[config.mk]
export PLATFORM = sky130hd
export DESIGN_NAME = sensor_conditioner
export DESIGN_NICKNAME = d
export VERILOG_FILES = /design/src/rtl/sensor_pkg.sv /design/src/rtl/debounce_bit.sv /design/src/rtl/sensor_conditioner.sv
export SDC_FILE = /design/constraint.sdc
export NUM_CORES = 1
export LEC_CHECK = 0
export CAP_MARGIN = 0
export CORE_MARGIN = 1
export CORE_UTILIZATION = 45
export DETAILED_ROUTE_END_ITERATION = 10
export GPL_ROUTABILITY_DRIVEN = 0
export HOLD_SLACK_MARGIN = 0.1
export PLACE_DENSITY_LB_ADDON = 0.15
export RECOVER_POWER = 50
export SLEW_MARGIN = 20
export SYNTH_ARGS = -nofsm -noshare
export SYNTH_HDL_FRONTEND = slang
export SYNTH_SLANG_ARGS = --single-unit
export TNS_END_PERCENT = 20
[constraint.sdc]
create_clock -name clock -period 2 [get_ports clock]
set_input_delay 0.3 -clock clock [delete_from_list [all_inputs] [get_ports clock]]
set_output_delay 0.3 -clock clock [all_outputs]
set_load 0.02 [all_outputs]
[src/rtl/sensor_pkg.sv]
// Shared definitions for the irrigation sensor conditioning stage:
// level-fault FSM encodings, sensor bit indices and the level validity rule.
package sensor_pkg;

   typedef enum logic [1:0] {
      FLT_OK      = 2'd0,
      FLT_SUSPECT = 2'd1,
      FLT_FAULT   = 2'd2,
      FLT_RECOVER = 2'd3
   } fault_state_e;

   localparam int unsigned IDX_H     = 0;
   localparam int unsigned IDX_M     = 1;
   localparam int unsigned IDX_L     = 2;
   localparam int unsigned IDX_US    = 3;
   localparam int unsigned IDX_UA    = 4;
   localparam int unsigned IDX_T     = 5;
   localparam int unsigned N_SENSORS = 6;

   // A float switch above must never be wet while one below it is dry; 000 is a legal empty tank.
   function automatic logic level_invalid(input logic h, input logic m, input logic l);
      return (h & ~m) | (h & ~l) | (m & ~l);
   endfunction

endpackage

[src/rtl/debounce_bit.sv]
// One sensor channel: 2-FF synchroniser followed by a tick-counted debounce filter.
// dout follows the synchronised input only after it has differed for DEBOUNCE_TICKS ticks.
module debounce_bit #(
   parameter int unsigned DEBOUNCE_TICKS = 20
) (
   input  logic clock,
   input  logic Rst,
   input  logic tick,
   input  logic din_async,
   output logic dout,
   output logic upd
);

   localparam int unsigned CW = $clog2(DEBOUNCE_TICKS + 1);

   logic          s1_q;
   logic          s2_q;
   logic          dout_q;
   logic          dout_d;
   logic          upd_q;
   logic          upd_d;
   logic [CW-1:0] cnt_q;
   logic [CW-1:0] cnt_d;

   always_ff @(posedge clock) begin
      if (Rst) begin
         s1_q <= 1'b0;
         s2_q <= 1'b0;
      end else begin
         s1_q <= din_async;
         s2_q <= s1_q;
      end
   end

   // Any cycle where the input agrees with the output wipes the count, so short glitches never add up.
   always_comb begin
      cnt_d  = cnt_q;
      dout_d = dout_q;
      upd_d  = 1'b0;
      if (s2_q == dout_q) begin
         cnt_d = '0;
      end else if (tick) begin
         if (cnt_q == CW'(DEBOUNCE_TICKS - 1)) begin
            dout_d = s2_q;
            cnt_d  = '0;
            upd_d  = 1'b1;
         end else begin
            cnt_d = cnt_q + CW'(1);
         end
      end
   end

   always_ff @(posedge clock) begin
      if (Rst) begin
         cnt_q  <= '0;
         dout_q <= 1'b0;
         upd_q  <= 1'b0;
      end else begin
         cnt_q  <= cnt_d;
         dout_q <= dout_d;
         upd_q  <= upd_d;
      end
   end

   assign dout = dout_q;
   assign upd  = upd_q;

endmodule

[src/rtl/sensor_conditioner.sv]
// Input conditioning for the irrigation controller: debounced level/humidity/temperature bits,
// a shared debounce tick, a change strobe and a filtered level-inconsistency fault.
module sensor_conditioner
   import sensor_pkg::*;
#(
   parameter int unsigned TICK_DIV       = 50000,
   parameter int unsigned DEBOUNCE_TICKS = 20,
   parameter int unsigned FAULT_TICKS    = 100
) (
   input  logic clock,
   input  logic Rst,
   input  logic H_raw,
   input  logic M_raw,
   input  logic L_raw,
   input  logic Us_raw,
   input  logic Ua_raw,
   input  logic T_raw,
   output logic H,
   output logic M,
   output logic L,
   output logic Us,
   output logic Ua,
   output logic T,
   output logic tick,
   output logic changed,
   output logic level_fault
);

   localparam int unsigned TW = $clog2(TICK_DIV);
   localparam int unsigned FW = $clog2(FAULT_TICKS + 1);

   logic [TW-1:0]          tick_cnt_q;
   logic [TW-1:0]          tick_cnt_d;
   logic                   tick_q;
   logic [N_SENSORS-1:0]   raw_c;
   logic [N_SENSORS-1:0]   dout_c;
   logic [N_SENSORS-1:0]   upd_c;
   logic                   changed_q;
   logic                   invalid_c;
   fault_state_e           state_q;
   logic [FW-1:0]          fcnt_q;
   logic                   level_fault_q;

   // Tick is registered alongside the counter so it is high exactly while the count reads TICK_DIV-1.
   always_comb begin
      tick_cnt_d = tick_cnt_q + TW'(1);
      if (tick_cnt_q == TW'(TICK_DIV - 1)) begin
         tick_cnt_d = '0;
      end
   end

   always_ff @(posedge clock) begin
      if (Rst) begin
         tick_cnt_q <= '0;
         tick_q     <= 1'b0;
      end else begin
         tick_cnt_q <= tick_cnt_d;
         tick_q     <= (tick_cnt_d == TW'(TICK_DIV - 1));
      end
   end

   assign raw_c[IDX_H]  = H_raw;
   assign raw_c[IDX_M]  = M_raw;
   assign raw_c[IDX_L]  = L_raw;
   assign raw_c[IDX_US] = Us_raw;
   assign raw_c[IDX_UA] = Ua_raw;
   assign raw_c[IDX_T]  = T_raw;

   for (genvar g = 0; g < int'(N_SENSORS); g++) begin : g_db
      debounce_bit #(
         .DEBOUNCE_TICKS (DEBOUNCE_TICKS)
      ) u_debounce_bit (
         .clock     (clock),
         .Rst       (Rst),
         .tick      (tick_q),
         .din_async (raw_c[g]),
         .dout      (dout_c[g]),
         .upd       (upd_c[g])
      );
   end

   always_ff @(posedge clock) begin
      if (Rst) begin
         changed_q <= 1'b0;
      end else begin
         changed_q <= |upd_c;
      end
   end

   assign invalid_c = level_invalid(dout_c[IDX_H], dout_c[IDX_M], dout_c[IDX_L]);

   // Level supervision: a validity change always restarts the filter, ticks only count persistence.
   always_ff @(posedge clock) begin
      if (Rst) begin
         state_q       <= FLT_OK;
         fcnt_q        <= '0;
         level_fault_q <= 1'b0;
      end else begin
         case (state_q)
            FLT_OK: begin
               if (invalid_c) begin
                  state_q <= FLT_SUSPECT;
                  fcnt_q  <= '0;
               end
            end
            FLT_SUSPECT: begin
               if (!invalid_c) begin
                  state_q <= FLT_OK;
                  fcnt_q  <= '0;
               end else if (tick_q) begin
                  if (fcnt_q == FW'(FAULT_TICKS - 1)) begin
                     state_q       <= FLT_FAULT;
                     fcnt_q        <= '0;
                     level_fault_q <= 1'b1;
                  end else begin
                     fcnt_q <= fcnt_q + FW'(1);
                  end
               end
            end
            FLT_FAULT: begin
               if (!invalid_c) begin
                  state_q <= FLT_RECOVER;
                  fcnt_q  <= '0;
               end
            end
            FLT_RECOVER: begin
               if (invalid_c) begin
                  state_q <= FLT_FAULT;
                  fcnt_q  <= '0;
               end else if (tick_q) begin
                  if (fcnt_q == FW'(FAULT_TICKS - 1)) begin
                     state_q       <= FLT_OK;
                     fcnt_q        <= '0;
                     level_fault_q <= 1'b0;
                  end else begin
                     fcnt_q <= fcnt_q + FW'(1);
                  end
               end
            end
            default: begin
               state_q       <= FLT_OK;
               fcnt_q        <= '0;
               level_fault_q <= 1'b0;
            end
         endcase
      end
   end

   assign H           = dout_c[IDX_H];
   assign M           = dout_c[IDX_M];
   assign L           = dout_c[IDX_L];
   assign Us          = dout_c[IDX_US];
   assign Ua          = dout_c[IDX_UA];
   assign T           = dout_c[IDX_T];
   assign tick        = tick_q;
   assign changed     = changed_q;
   assign level_fault = level_fault_q;

endmodule

==> results of run 1 <==
## metal layers
| metal | GRT usage | vias to the layer above | routed length (um) |
|---|---|---|---|
| met1 | 0.241 | 1319 | 3410 |
| li1 | - | 1447 | - |
| met3 | 0.0299 | 10 | 194 |
| met2 | 0.276 | 31 | 2950 |
| met5 | 0 | - | 0 |
| met4 | 0.0714 | 0 | 114 |
## cell usage after synthesis, drive strengths merged (2+ instances only)
library cell / n / share of area
o2bb2ai: 2 / 0.0048
nand4: 8 / 0.016
mux2i: 8 / 0.022
nand2b: 15 / 0.026
dfxtp: 82 / 0.45
or3: 3 / 0.0066
nor2: 57 / 0.059
o21ai: 18 / 0.026
and3b: 3 / 0.0073
a311oi: 4 / 0.0097
nand3b: 4 / 0.0083
a21oi: 26 / 0.037
nor4: 5 / 0.010
nand2: 30 / 0.031
or2: 3 / 0.0052
inv: 5 / 0.0052
nor2b: 26 / 0.045
buf: 4 / 0.0073
a41oi: 2 / 0.0048
nand3: 11 / 0.015
ha: 9 / 0.031
and2: 2 / 0.0041
and3: 2 / 0.0035
a211oi: 2 / 0.0041
clkbuf: 10 / 0.011
xor2: 22 / 0.053
nor3: 15 / 0.021
xnor2: 14 / 0.034
nor3b: 7 / 0.015
## per-stage QoR
stage                util  setup WS [ns]  power, mW  instances
global route        0.543         0.0216       3.39        539
detailed placement  0.508          0.144       1.77        523
floorplan               -          0.307       1.73        408
finish              0.543         0.0937       3.29        539
CTS                 0.543         0.0743       3.32        539
global placement    0.508          0.222       1.77        523
## registers in the layout, indices dropped and copies added (netlist names), named ones only
signal,flops
g_db.u_debounce_bit.s2_q,6
level_fault,1
tick,1
g_db.u_debounce_bit.dout,6
changed,1
g_db.u_debounce_bit.cnt_q,30
tick_cnt_q,16
g_db.u_debounce_bit.upd,6
state_q,1
fcnt_q,7
g_db.u_debounce_bit.s1_q,6
## cells by family (layout without fill, tap and decap cells)
logic type,after synthesis,after routing
adders and majority gates,9,9
DFF,82,82
muxes,8,8
xor gates and xnor gates,36,36
and+or+nand+nor,195,195
AOI/OAI and AO/OA,59,59
buffers and inverters,19,48
## what timing repair did
item,CTS,global route
resized for setup,0,1
setup buffers,0,0
endpoints found under the setup margin,0,2
## worst max-delay path, cell delays in order (launching register included)
cell and delay [ns]:
dfxtp_1 0.41, buf_12 0.22, clkdlybuf4s50_1 0.63
## placed cells by master (no fill, tap or decap), drive strengths merged, types with 11 or more instances in the layout
master         netlist  routed
a21oi               26      26
clkdlybuf4s50        0      15
dfxtp               82      82
nand2               30      30
nand2b              15      15
nand3               11      11
nor2                57      57
nor2b               26      26
nor3                15      15
o21ai               18      18
xnor2               14      14
xor2                22      22
## path summary, 6_finish.rpt
check | from | end | slack, ns | cells after the start
max | tick | tick | 0.09 | 2
min | g_db[1].u_debounce_bit.s1_q | g_db[1].u_debounce_bit.s2_q | 0.44 | 1
max reg2reg | tick_cnt_q[0] | tick | 0.20 | 6
min reg2reg | g_db[1].u_debounce_bit.s1_q | g_db[1].u_debounce_bit.s2_q | 0.44 | 1
## where the power goes
part / total, mW / switching (mW) / internal [mW] / leakage (nW)
Combinational: 0.0701 / 0.0337 / 0.0364 / 0.675
Sequential: 1.66 / 0.0107 / 1.65 / 0.663
Clock: 1.56 / 0.602 / 0.955 / 0.129
## area by class of cell
| cell class | instances | share of cell area |
|---|---|---|
| well taps | 102 | 0.0303 |
| multi-input cells | 307 | 0.450 |
| clock buffers | 9 | 0.0294 |
| flip-flops and latches | 82 | 0.389 |
| clock inverters | 7 | 0.0335 |
| repair buffers | 27 | 0.0626 |
| inverters | 5 | 0.00445 |
==> results.ini, run 1 <==
[timing]
setup_viol = 0
post-route-min-period_ns = 1.91
fin_crit_sh = 0.953
fmax_ghz = 0.525
slew_headroom = 0.579
setup_tns_ns = 0
fin_hold_ws_ns = 0.445
maxSlewViolCount = 0
rsz0062_at_grt = no
worstMarginPinSlew_ns = 0.632
hold_violations = 0
clock_skew_ns = 0.00642

[route]
ant_nets = 0
post_drt_wl_per_cell_um = 12.4
drc_errors = 0
drt_iter0_drc = 76
num_vias = 2807
firstDrtPassIters = 6
routed_wl_um = 6660
via_per_inst = 5.21

[die]
ioPinCount = 17
die_y_um = 91.7
start_util = 0.466
die-area_sq_um = 8410
rows = 32
die_x_um = 91.7
core_area_sq_um = 7770

[clock_network]
cts_tree = yes
clkLatencyLatePin_ns = 0.35
h-tree-depth = 3
clock-sinks = 82
cts_hold_buf = 0
cts_max_path_buffers = 2
cts_buffers = 9
clk_pin_slew_worst_paths_ns = 0.08
cts_root_buffer = clkbuf_8

[cells_and_area]
drive_gt1_frac = 0.0847
fillerInstances = 741
design_area_sq_um = 4220
syn_to_final_growth_pct = 16.5
n_antenna_cell = 0
fin_nets = 449
multi_input_area_sq_um = 1900
seq_area_sq_um = 1640

[global_routing]
grt_max_degree = 35
antenna_found_initial = 0
grt_pass1_vias = 2701
grt_overflow = 0
grt_pass1_wl_um = 12000
grt_usage = 0.176

[synth]
async_flop_share = 0
ys_seq_area_frac = 0.454
synth_xor_area_frac = 0.0871
syn-instance-count = 408
ys.flop_type = dfxtp_1
synth-simple-area-share = 0.282
yosys_warnings = 0
synth-seq-cells = 82
synth_nets = 425
synthMuxAreaShare = 0.0221
avgSynthCellArea_sq_um = 8.87
synth_fa_ha_area_frac = 0.0311
ys_types = 46
synth_compound_area_frac = 0.101
synth_area_sq_um = 3620
synth-edff-count = 0
synth_top_family_by_area = simple AND/OR/NAND/NOR gates

[power]
power_density_nw_per_um2 = 779
leakage_nw = 1.47
vdd_drop_max_uv = 315

[setup_path]
path_max_fanout = 34
startpoint_type = register
required_ns = 1.70
end_kind = output port
cp.arrival_ns = 1.61
crit_type = register to output port

[run]
drv_cap = 0

[hold_path]
hold_path_class = register to register

[status]
status = completed

[place]
placed_area_sq_um = 3950
port_buffers = 16
dp_hpwl_um = 4650

Note: power is estimated with default switching activity, not from simulation.
==> run 2, diff against run 1 <==
==> constraint.sdc (replaced) <==
create_clock -name clock -period 1.6 [get_ports clock]
set_input_delay 0.24 -clock clock [delete_from_list [all_inputs] [get_ports clock]]
set_output_delay 0.24 -clock clock [all_outputs]
set_load 0.02 [all_outputs]
==> results.ini, run 2 (synthesis gave the netlist of run 1 again) <==
[route]
via_per_inst = 5.06  ; was 5.21
num_vias = 2900  ; was 2807
drt_iter0_drc = 68  ; was 76
routed_wl_um = 7020  ; was 6660 um
drc_errors = 0  ; unchanged
firstDrtPassIters = 4  ; was 6
post_drt_wl_per_cell_um = 12.3  ; was 12.4 um
ant_nets = 0  ; unchanged

[power]
p_comb_frac = 0.030  ; was 0.021
power_density_nw_per_um2 = 774  ; was 779 nW/um^2
swShare = 0.219  ; was 0.197
p_sw_uw = 757  ; was 647 uW
p_int_mw = 2.70  ; was 2.64 mW
seqPwrFrac = 0.600  ; was 0.505
leakage_nw = 1.62  ; was 1.47 nW
vdd_drop_max_uv = 353  ; was 315 uV
clkPwrFrac = 0.370  ; was 0.474

[timing]
post-route-min-period_ns = 1.64
slew_headroom = 0.748  ; was 0.579
setup_tns_ns = -0.0382  ; was 0 ns
finalWorstSetupSlack_ns = -0.0382  ; was 0.0937 ns
fin_crit_sh = 1.02
hold_violations = 0  ; unchanged
clock_skew_ns = 0.00772  ; was 0.00642 ns
maxSlewViolCount = 0  ; unchanged
rsz0062_at_grt = yes  ; was no
worstMarginPinSlew_ns = 0.375  ; was 0.632 ns
fmax_ghz = 0.610
setup_viol = 1  ; was 0

[cells_and_area]
n_antenna_cell = 0  ; unchanged
layout_commonest_cell = dfxtp_1  ; unchanged
fillerInstances = 700  ; was 741
largest_reg_flops = 30  ; unchanged
drive_gt1_frac = 0.178  ; was 0.0847
reg.largest.list = g_db.u_debounce_bit.cnt_q (30), tick_cnt_q (16), fcnt_q (7)  ; unchanged
syn_to_final_growth_pct = 23.4  ; was 16.5%
top_register = g_db.u_debounce_bit.cnt_q  ; unchanged
fin_nets = 485  ; was 449
final_cell_mix = dfxtp_1 (72), nor2_1 (57), buf_4 (33), nand2_1 (30), nor2b_1 (26)  ; was dfxtp_1 (82), nor2_1 (57), nand2_1 (30), nor2b_1 (26), a21oi_1 (25)
fin_util = 0.575  ; was 0.543

[die]
rows = 32  ; unchanged
ioPinCount = 17  ; unchanged
start_util = 0.466  ; unchanged
core_area_sq_um = 7770  ; unchanged
die-area_sq_um = 8410  ; unchanged
die_y_um = 91.7  ; unchanged
die_x_um = 91.7  ; unchanged

[setup_path]
ff2ff_path_depth = 7  ; was 6
path_cells = ha_4, nand3b_1, buf_4, nor4_2, nand2_1, or3_1, a21oi_2  ; was buf_12, clkdlybuf4s50_1
reg2reg_to = level_fault  ; was tick
end_kind = register  ; was output port
startpoint_type = register  ; unchanged
crit_type = register to register  ; was register to output port
path_max_fanout = 3  ; was 34
cp.arrival_ns = 1.92  ; was 1.61 ns
max_stage_delay_ns = 0.37  ; was 0.63 ns
reg2reg_from = fcnt_q[0]  ; was tick_cnt_q[0]
crit_slowest_cell = dfxtp_2  ; was clkdlybuf4s50_1
required_ns = 1.88  ; was 1.70 ns
ff2ff_setup_slack_ns = -0.04  ; was 0.20 ns

[global_routing]
antenna_found_initial = 0  ; unchanged
grt_overflow = 0  ; unchanged
grt_usage = 0.186  ; was 0.176
grt_max_degree = 35  ; unchanged
grt_pass1_wl_um = 12400  ; was 12000 um
grt_pass1_vias = 2780  ; was 2701

[hold_path]
hold_path_class = register to register  ; unchanged
worstHoldStart = g_db[2].u_debounce_bit.s1_q  ; was g_db[1].u_debounce_bit.s1_q
min_to = g_db[2].u_debounce_bit.s2_q  ; was g_db[1].u_debounce_bit.s2_q
holdPathStages = 1  ; unchanged

[run]
drv_cap = 0  ; unchanged

[clock_network]
clock-sinks = 82  ; unchanged
cts_hold_buf = 0  ; unchanged
cts_root_buffer = clkbuf_8  ; unchanged
h-tree-depth = 3  ; unchanged
clk_pin_slew_worst_paths_ns = 0.08  ; about the same
clkLatencyLatePin_ns = 0.35  ; about the same
cts_tree = yes  ; unchanged
cts_max_path_buffers = 2  ; unchanged
cts_buffers = 9  ; unchanged

[place]
port_buffers = 16  ; unchanged
dp_hpwl_um = 5010  ; was 4650 um

[status]
violations = negative setup slack
status = complete, but fails checks  ; was completed

run 2: worst max-delay path by stage:
stage / depth (start not counted) / end / slack (ns) / startpoint
after floorplan: 6 / fcnt_q[4] / -0.02 / g_db[2].u_debounce_bit.dout
after global placement: 6 / tick / -0.08 / tick_cnt_q[0]
after detailed placement: 6 / tick / -0.12 / tick_cnt_q[1]
after CTS: 6 / fcnt_q[6] / -0.02 / g_db[1].u_debounce_bit.dout
after global routing: 7 / level_fault / -0.13 / fcnt_q[0]
final: 7 / level_fault / -0.04 / fcnt_q[0]
run 2: per-layer routing:
metal	vias to the layer above	track usage	part of all wire	routed length (um)
li1	1523	-	-	-
met1	1340	0.231	0.48	3400
met2	29	0.310	0.47	3330
met3	8	0.0522	0.030	210
met4	0	0.0595	0.011	78
met5	-	0	0	0
run 2: timing repair:
item	4_1_cts	5_1_grt
gates resized for setup	21	13
pin swaps	4	4
setup buffers	1	1
setup endpoints to repair	12	25
run 2: through the flow:
step | setup WS, ns | cells | power (mW) | hold slack (ns) | area, sq um
floorplan | -0.0153 | 408 | 2.17 | 0.320 | 3660
global placement | -0.0834 | 557 | 2.23 | 0.419 | 4230
global route | -0.129 | 573 | 3.62 | 0.431 | 4470
finish | -0.0382 | 573 | 3.46 | 0.438 | 4470
CTS | -0.0221 | 572 | 3.51 | 0.424 | 4460
detailed placement | -0.119 | 557 | 2.23 | 0.422 | 4230
run 2: final cells by class:
cell class                      count  area (sq um)  area share
Clock buffer                       11           141      0.0317
Clock inverter                      3          17.5     0.00392
Inverter                            5          18.8     0.00420
Multi-Input combinational cell    307          2010       0.450
Sequential cell                    82          1650       0.370
Tap cell                          102           128      0.0286
Timing Repair Buffer               63           499       0.112
run 2: critical path, delay by kind of cell, from the launching register on:
kind	cells	cell delay (ns)
adder cells (fa/ha/maj)	1	0.15
AND/OR/NAND/NOR	4	0.76
flip-flops	1	0.37
buffers and inverters	1	0.17
AO/OA/AOI/OAI	1	0.13
run 2: power groups by stage:
stage | logic [mW] | registers [mW] | clock network (mW)
global route | 0.117 | 2.08 | 1.43
floorplan | 0.0507 | 2.12 | 0
detailed placement | 0.109 | 2.12 | 0
global placement | 0.107 | 2.12 | 0
finish | 0.104 | 2.07 | 1.28
CTS | 0.113 | 2.07 | 1.32
==> run 3, diff against run 2 <==
--- a/config.mk
+++ b/config.mk
@@ -9,11 +9,9 @@
 export CORE_MARGIN = 1
 export CORE_UTILIZATION = 45
 export DETAILED_ROUTE_END_ITERATION = 10
-export GPL_ROUTABILITY_DRIVEN = 0
 export HOLD_SLACK_MARGIN = 0.1
 export PLACE_DENSITY_LB_ADDON = 0.15
 export RECOVER_POWER = 50
-export SLEW_MARGIN = 20
 export SYNTH_ARGS = -nofsm -noshare
 export SYNTH_HDL_FRONTEND = slang
 export SYNTH_SLANG_ARGS = --single-unit
==> results of run 3 <==
Final layout, timing and power as in run 2 (identical DEF).
